### config.mk
export PLATFORM = sky130hd
export DESIGN_NAME = bus_slave_controller
export DESIGN_NICKNAME = d
export VERILOG_FILES = /design/src/rtl/bus_slave_controller.sv
export SDC_FILE = /design/constraint.sdc
export NUM_CORES = 1
export LEC_CHECK = 0
export ABC_AREA = 1
export CAP_MARGIN = 20
export CORE_MARGIN = 1
export CORE_UTILIZATION = 41
export DETAILED_ROUTE_END_ITERATION = 8
export PLACE_DENSITY = 0.86
export SYNTH_ARGS = -nofsm -noshare
export SYNTH_HDL_FRONTEND = slang
export SYNTH_SLANG_ARGS = --single-unit
### constraint.sdc
create_clock -name clk_i -period 1.4 [get_ports clk_i]
set_input_delay 0.14 -clock clk_i [delete_from_list [all_inputs] [get_ports clk_i]]
set_output_delay 0.14 -clock clk_i [all_outputs]
set_load 0.005 [all_outputs]
### src/rtl/bus_slave_controller.sv
// 8088 minimum-mode bus slave: ALE address latch, window decode, RD/WR to req/ack backend, READY stretching.
// Optional watchdog enabled by defining BSC_TIMEOUT_EN.
//
// state  | meaning
// IDLE   | waiting for ALE, latching address while ALE is high
// ADDR   | address latched, waiting for a strobe and deciding hit/miss
// ACCESS | backend request outstanding, READY held low
// DONE   | backend finished, driving read data until strobes release
module bus_slave_controller #(
  parameter logic [19:0] BASE_ADDR      = 20'h00000,
  parameter logic [19:0] ADDR_MASK      = 20'hF0000,
  parameter bit          IS_IO          = 1'b0,
  parameter int          WAIT_STATES    = 1,
  parameter int          TIMEOUT_CYCLES = 16
) (
  input  logic        clk_i,
  input  logic        rst_n_i,
  input  logic        ale_i,
  input  logic        iom_i,
  input  logic        rd_n_i,
  input  logic        wr_n_i,
  input  logic [7:0]  ad_in_i,
  input  logic [11:0] a_i,
  output logic [7:0]  ad_out_o,
  output logic        ad_oe_o,
  output logic        ready_o,
  output logic        req_o,
  output logic        we_o,
  output logic [19:0] addr_o,
  output logic [7:0]  wdata_o,
  input  logic [7:0]  rdata_i,
  input  logic        ack_i,
  output logic        timeout_o
);

  localparam int WS_EFF  = (WAIT_STATES > 1) ? WAIT_STATES : 1;
  // One counter serves both the wait-state minimum and the watchdog, so size it for the larger.
  localparam int CNT_MAX = (WS_EFF > TIMEOUT_CYCLES) ? WS_EFF : TIMEOUT_CYCLES;
  localparam int CW      = $clog2(CNT_MAX + 2);
  localparam logic [CW-1:0] CNT_ONE = CW'(1);
  localparam logic [CW-1:0] WS_LIM  = CW'(WS_EFF);
`ifdef BSC_TIMEOUT_EN
  localparam logic [CW-1:0] TO_LIM  = CW'(TIMEOUT_CYCLES);
`endif

  typedef enum logic [1:0] {
    S_IDLE   = 2'd0,
    S_ADDR   = 2'd1,
    S_ACCESS = 2'd2,
    S_DONE   = 2'd3
  } state_t;

  state_t        state_q;
  logic          cap_q;
  logic          iom_q;
  logic [19:0]   addr_q;
  logic          we_q;
  logic [7:0]    wdata_q;
  logic          req_q;
  logic          ready_q;
  logic          ad_oe_q;
  logic [7:0]    rdata_q;
  logic          ack_seen_q;
  logic [CW-1:0] cnt_q;
  logic          hit;
  logic          ack_any;

  assign hit     = ((addr_q & ADDR_MASK) == (BASE_ADDR & ADDR_MASK)) && (iom_q == IS_IO);
  assign ack_any = ack_seen_q || ack_i;

`ifdef BSC_TIMEOUT_EN
  logic timeout_q;
  assign timeout_o = timeout_q;
`else
  assign timeout_o = 1'b0;
`endif

  always_ff @(posedge clk_i or negedge rst_n_i) begin
    if (!rst_n_i) begin
      state_q    <= S_IDLE;
      cap_q      <= 1'b0;
      iom_q      <= 1'b0;
      addr_q     <= 20'h00000;
      we_q       <= 1'b0;
      wdata_q    <= 8'h00;
      req_q      <= 1'b0;
      ready_q    <= 1'b1;
      ad_oe_q    <= 1'b0;
      rdata_q    <= 8'h00;
      ack_seen_q <= 1'b0;
      cnt_q      <= '0;
`ifdef BSC_TIMEOUT_EN
      timeout_q  <= 1'b0;
`endif
    end else begin
`ifdef BSC_TIMEOUT_EN
      timeout_q <= 1'b0;
`endif
      case (state_q)
        S_IDLE: begin
          if (ale_i) begin
            addr_q <= {a_i, ad_in_i};
            iom_q  <= iom_i;
            cap_q  <= 1'b1;
          end else if (cap_q) begin
            cap_q   <= 1'b0;
            state_q <= S_ADDR;
          end
        end
        S_ADDR: begin
          if (ale_i) begin
            addr_q <= {a_i, ad_in_i};
            iom_q  <= iom_i;
          end else if (!hit || (!rd_n_i && !wr_n_i)) begin
            state_q <= S_IDLE;
          end else if (!rd_n_i || !wr_n_i) begin
            state_q    <= S_ACCESS;
            req_q      <= 1'b1;
            we_q       <= ~wr_n_i;
            if (!wr_n_i) wdata_q <= ad_in_i;
            ready_q    <= 1'b0;
            cnt_q      <= CNT_ONE;
            ack_seen_q <= 1'b0;
          end
        end
        S_ACCESS: begin
          if (cnt_q != '1) cnt_q <= cnt_q + CNT_ONE;
          if (ack_i) begin
            req_q      <= 1'b0;
            ack_seen_q <= 1'b1;
            rdata_q    <= rdata_i;
          end
          if (ack_any && (cnt_q >= WS_LIM)) begin
            state_q <= S_DONE;
            ready_q <= 1'b1;
            ad_oe_q <= ~we_q & ~rd_n_i;
          end
`ifdef BSC_TIMEOUT_EN
          else if (!ack_any && (cnt_q >= TO_LIM)) begin
            state_q   <= S_DONE;
            req_q     <= 1'b0;
            ready_q   <= 1'b1;
            rdata_q   <= 8'hFF;
            timeout_q <= 1'b1;
            ad_oe_q   <= ~we_q & ~rd_n_i;
          end
`endif
        end
        S_DONE: begin
          if (ale_i) begin
            addr_q  <= {a_i, ad_in_i};
            iom_q   <= iom_i;
            ad_oe_q <= 1'b0;
            state_q <= S_ADDR;
          end else if (rd_n_i && wr_n_i) begin
            ad_oe_q <= 1'b0;
            state_q <= S_IDLE;
          end else begin
            ad_oe_q <= ~we_q & ~rd_n_i;
          end
        end
        default: state_q <= S_IDLE;
      endcase
    end
  end

  assign ad_out_o = rdata_q;
  assign ad_oe_o  = ad_oe_q;
  assign ready_o  = ready_q;
  assign req_o    = req_q;
  assign we_o     = we_q;
  assign addr_o   = addr_q;
  assign wdata_o  = wdata_q;

endmodule

### Yosys cells after proc, flatten, opt, wreduce, memory -nomap -nowiden

Index checks and enable logic that the tools add are counted.

* order comparisons: 1
* eq/ne operators: 14
* reductions and logical operators: 24
* bitwise gates (word level): 7
* add/sub/neg operators: 1
* multiplexer cells: 31

Operators with widths (count)
* $logic_not A20 Y1: 1
* $mux W5: 4
* $reduce_and A5 Y1: 4
* $mux W2: 8
* $ne A2 B2 Y1 const B: 8
* $mux W1: 13
* $pmux W5 S2: 1
* $pmux W1 S2: 4
* $pmux W2 S4: 1
* $ne A3 B3 Y1 const B: 2
* $not A1 Y1: 6
* $reduce_and A2 Y1: 3
* $reduce_and A6 Y1: 1
* $add A5 B1 Y5 const B: 1
* $ge A5 B1 Y1 const B: 1
* $ne A5 B5 Y1 const B: 1
* $eq A2 B2 Y1 const B: 2
* $logic_and A1 B1 Y1: 4
* $reduce_and A4 Y1: 1
* $reduce_bool A2 Y1: 2
* $logic_not A1 Y1: 3
* $logic_or A1 B1 Y1: 3
* $reduce_or A3 Y1: 1
* $eq A2 B1 Y1 const B: 1
* other kinds (2): 2

* register bits after elaboration: 50
* word-level logic and storage cells: 90

### Longest topological paths before layout

* depth in word-level cells: 7
* depth in mapped cells: 9
* depth with buffers taken out: 9

### Worst setup path after synthesis

Ideal clock, no wire load.

* path type: register to register
* from: reg cnt_q[0]
* to: reg cnt_q[2]
* data arrival time: 1.311 ns
* library setup time: 0.127 ns
* period minus slack after synthesis: 1.438 ns
* required time: 1.273 ns
* cell stages (with the launch flop): 9
* path slack: -0.038 ns
* cells stage by stage: dfrtp_1 > ha_1 > nand2_1 > nor2_1 > ha_1 > o21ai_2 > nand2_1 > nand2_1 > o21ai_0

* cells in the longest elaborated chain, start to end: 3

Ends and longest elaborated chain
* start: declaration: RTL line 64 `logic [CW-1:0] cnt_q;`
* start signal: assignment: RTL line 127 `if (cnt_q != '1) cnt_q <= cnt_q + CNT_ONE;`
* $add A5 B1 Y5 / $ne A5 B5 Y1 (equally long branches): RTL line 127
* $mux W5 / $ne A2 B2 Y1 (equally long branches)
* $pmux W5 S2 / $reduce_and A5 Y1 (equally long branches)

Several ways; a longest one is shown, not always the timed one. The select of a mux whose other input is x is not followed.
A chain may end at the register's enable or synchronous reset.

### Final worst setup path

* from: reg addr_q[19], in the netlist addr_o[19]
* to: reg wdata_q[7], in the netlist wdata_o[7]

* cells in the longest elaborated chain, start to end: 6

Ends and longest elaborated chain
* start: declaration: RTL line 56 `logic [19:0] addr_q;`
* start signal: assignment: RTL line 102 `addr_q <= {a_i, ad_in_i};`
* start signal: assignment: RTL line 112 `addr_q <= {a_i, ad_in_i};`
* start signal: assignment: RTL line 151 `addr_q <= {a_i, ad_in_i};`
* $logic_not A20 Y1: RTL line 68 `assign hit = ((addr_q & ADDR_MASK) == (BASE_ADDR & ADDR_MASK)) && (iom_q == IS_IO);`
* $logic_and A1 B1 Y1: RTL line 68
* $logic_not A1 Y1: RTL line 114 `end else if (!hit || (!rd_n_i && !wr_n_i)) begin`
* $logic_or A1 B1 Y1: RTL line 114
* $not A1 Y1 (no source line)
* $reduce_and A5 Y1 (no source line)
* end signal: assignment: RTL line 120 `if (!wr_n_i) wdata_q <= ad_in_i;`
* end: declaration: RTL line 58 `logic [7:0] wdata_q;`

No other way between the ends.

==> parameters.txt <==
Parameter                              Value

Logic synthesis
  Top-area cell type share of the netlist area    0.556
  Yosys cell types    23
  Cell taking the most area after synthesis    dfrtp_1
  Count of warnings emitted by yosys    0
  Fraction of synthesis flops using an asynchronous set or reset pin    1.00
  Sequential share of the synthesized area    0.568
  Synthesized flop and latch total    50
  Post-synth EDFFs    0
  Most used DFF post-synth    dfrtp_1
  Most frequently used cell type in the post-synthesis netlist    nand2_1
  Cell count after synthesis    230
  Post-Syn Nets    268
  Leading post-synthesis cells by cell area    dfrtp_1 56%, nand2_1 12%, mux2_2 6.1%
  Most frequent cells after synthesis    72 x nand2_1, 49 x dfrtp_1, 17 x inv_1
  Synthesized cell area    0.00221 mm²
  Average size of a mapped cell    9.59 µm²

Timing
  Final period utilization    1.02
  Hold_ws    364 ps
  Period minus WS final    1430 ps
  RSZ-0062 raised after global routing    yes
  Final hold violation count    0
  Relative max-transition margin    0.586
  Final Skew    4.48 ps
  Number of failing setup endpoints in the final timing report    9
  Upper clock frequency limit    698 MHz
  Count of final max-slew check failures    0
  Final Worst Setup Slack    -33.3 ps
  Worst slew pin tran    619 ps

Drt
  Total wire length    5260 µm
  Via-to-Cell Ratio    4.74
  ANT nets after route    0
  Via count    1880
  Total iterations of the first detailed-routing run    4
  Wirelength per Cell    13.2 µm
  Drc violations    0
  Initial DRC Count    63

Worst setup path
  Crit path max fanout    9
  Crit Path Category    reg -> reg
  Worst path arrival time    1630 ps
  Highest cell delay on the worst timing path    420 ps
  Data required, critical path    1600 ps
  Ordered cell list for the critical path    nor2_2, nand4_1, nor2_4, nand2_8, nand2_1, o21ai_2
  Critical path capture point type    flip-flop
  Sort of element at the start of the critical path    flip-flop
  Standard cell with the maximum stage delay on the critical path    dfrtp_1

Die
  I/O pin count    76
  Row count    26
  Die Width    75.4 µm
  Vertical extent of the die    75.4 µm
  DIE AREA    0.00568 mm²
  Area of the core    0.00514 mm²
  Initial Utilization    0.429

Global route
  Global-route wire length before repair    7690 µm
  Pin count of the biggest net entering global routing    51
  Vias in the first global route    1726
  Antenna violations before repair    0
  Residual overflow from global routing    0
  GRT Resource Usage Total    0.185

CTS
  CTS tree    done
  Buffer depth of the longest clock path    2
  Clock transition at the registers of the reported paths    90 ps
  Total CTS buffers    5
  Clock latency at the later pin of the worst-skew pair    300 ps
  H-tree levels    2
  Root buffer selected by CTS    clkbuf_8
  Total number of clock tree sinks    50

Finish
  Area delta synth->final    50.7%
  Number of non-filler instances in the completed layout    397
  Non-Filler Cell Area, Final    0.00332 mm²
  Count of inserted antenna diode cells    0
  Nets    364
  Fraction of final layout cells sized beyond drive strength 1    0.223
  Final Util    0.647

Pwr
  Power density over the cells    1300 mW/mm²
  Leakage    0.00157 µW
  Worst ir drop on vdd    0.801 mV

Placement
  Cell count after placement    381
  Global placer's final weighted congestion    0.849
  Area after detailed placement    0.00312 mm²
  HPWL after DPL    3660 µm
  IO Port Bufs    74

Outcome
  Outcome    finished, violations left
  Violated checks    negative setup slack

Job
  Number of max-cap violations    0

Worst hold path
  Worst hold path class    in -> async
logic make-up (layout without fill, tap and decap cells):
kind of cell,Yosys count,in the layout,share of synthesized area
fa+ha+maj,3,3,0.0170
other cells,1,1,0.00170
compound gates,30,30,0.0834
flops,50,50,0.568
buf+inv,26,122,0.0567
simple gates,108,109,0.212
mux,12,12,0.0613
critical path, delay by kind of cell (launching register included):
kind,cells,cell delay [ps]
flip-flops,1,420
AO/OA/AOI/OAI,1,50
AND/OR/NAND/NOR,5,870
report_power, final:
group | switching (µW) | total, µW | leakage (µW) | internal (µW)
clock network | 449 | 984 | 0.0000524 | 535
logic | 593 | 1400 | 0.000892 | 804
registers | 195 | 1960 | 0.000622 | 1760
total | 1240 | 4340 | 0.00157 | 3100
path summary, 6_finish.rpt:
| kind | from | endpoint | slack, ps | cells past startpoint |
|---|---|---|---|---|
| setup / recovery | addr_o[19]$_DFFE_PN0P_ | wdata_o[7]$_DFFE_PN0P_ | -30 | 6 |
| max in group asynchronous | rst_n_i | ready_o$_DFFE_PN1P_ | 760 | 3 |
| hold / removal | rst_n_i | ad_out_o[0]$_DFFE_PN0P_ | 360 | 3 |
| setup reg to reg | addr_o[19]$_DFFE_PN0P_ | wdata_o[7]$_DFFE_PN0P_ | -30 | 6 |
| hold reg to reg | ack_seen_q$_DFFE_PN0P_ | ack_seen_q$_DFFE_PN0P_ | 470 | 2 |
| min in group clk_i | rdata_i[0] | ad_out_o[0]$_DFFE_PN0P_ | 380 | 3 |
registers in the layout (all words and copies together) (netlist names), named ones only:
name / cells
cap_q: 1
addr_o: 20
ack_seen_q: 1
iom_q: 1
ad_oe_o: 1
req_o: 1
ad_out_o: 8
state_q: 1
wdata_o: 8
ready_o: 1
cnt_q: 5
we_o: 1
per-stage QoR:
step / worst slack, ps / power, µW / setup TNS [ps]
floorplan: 17.4 / 2540 / 0
global placement: -126 / 3310 / -1550
detailed placement: -192 / 3360 / -2420
CTS: -17.5 / 4370 / -47.2
global route: -100 / 4600 / -1500
finish: -33.3 / 4340 / -207
final cells by class:
| class | count | area, µm² |
|---|---|---|
| clock buffer | 7 | 76.3 |
| sequential | 50 | 1250 |
| tap | 70 | 87.6 |
| multi-input combinational | 155 | 876 |
| inverter | 20 | 75.1 |
| clock inverter | 1 | 30.0 |
| timing repair buffer | 94 | 927 |
| fill | 461 | 1820 |
cells in the final DEF, fill, tap and decap left out, drive strengths merged:
cell type / synthesis / layout
a21oi: 5 / 5
buf: 5 / 20
bufinv: 0 / 1
clkbuf: 1 / 7
clkdlybuf4s50: 0 / 71
conb: 1 / 1
dfrtp: 49 / 49
dfstp: 1 / 1
dlygate4sd2: 0 / 1
dlygate4sd3: 0 / 1
dlymetal6s2s: 0 / 1
ha: 3 / 3
inv: 20 / 20
mux2: 12 / 12
nand2: 76 / 77
nand3: 8 / 8
nand4: 3 / 3
nor2: 18 / 18
o21ai: 25 / 25
or2: 3 / 3
what timing repair did:
item                       CTS  global route
buffers inserted             4             2
hold endpoints to repair    49             0
hold buffers                 1             0
setup endpoints to repair    6            20
cloned                       0             1
gates resized for setup      8             8
pin swaps                    6             8
per-layer routing:
layer	vias up	part of all wire	GRT usage
li1	917	-	-
met1	895	0.40	0.217
met2	58	0.53	0.324
met3	10	0.058	0.0516
met4	0	0.015	0.0679
met5	-	0	0
No activity file was read; power rests on OpenSTA's default activity.
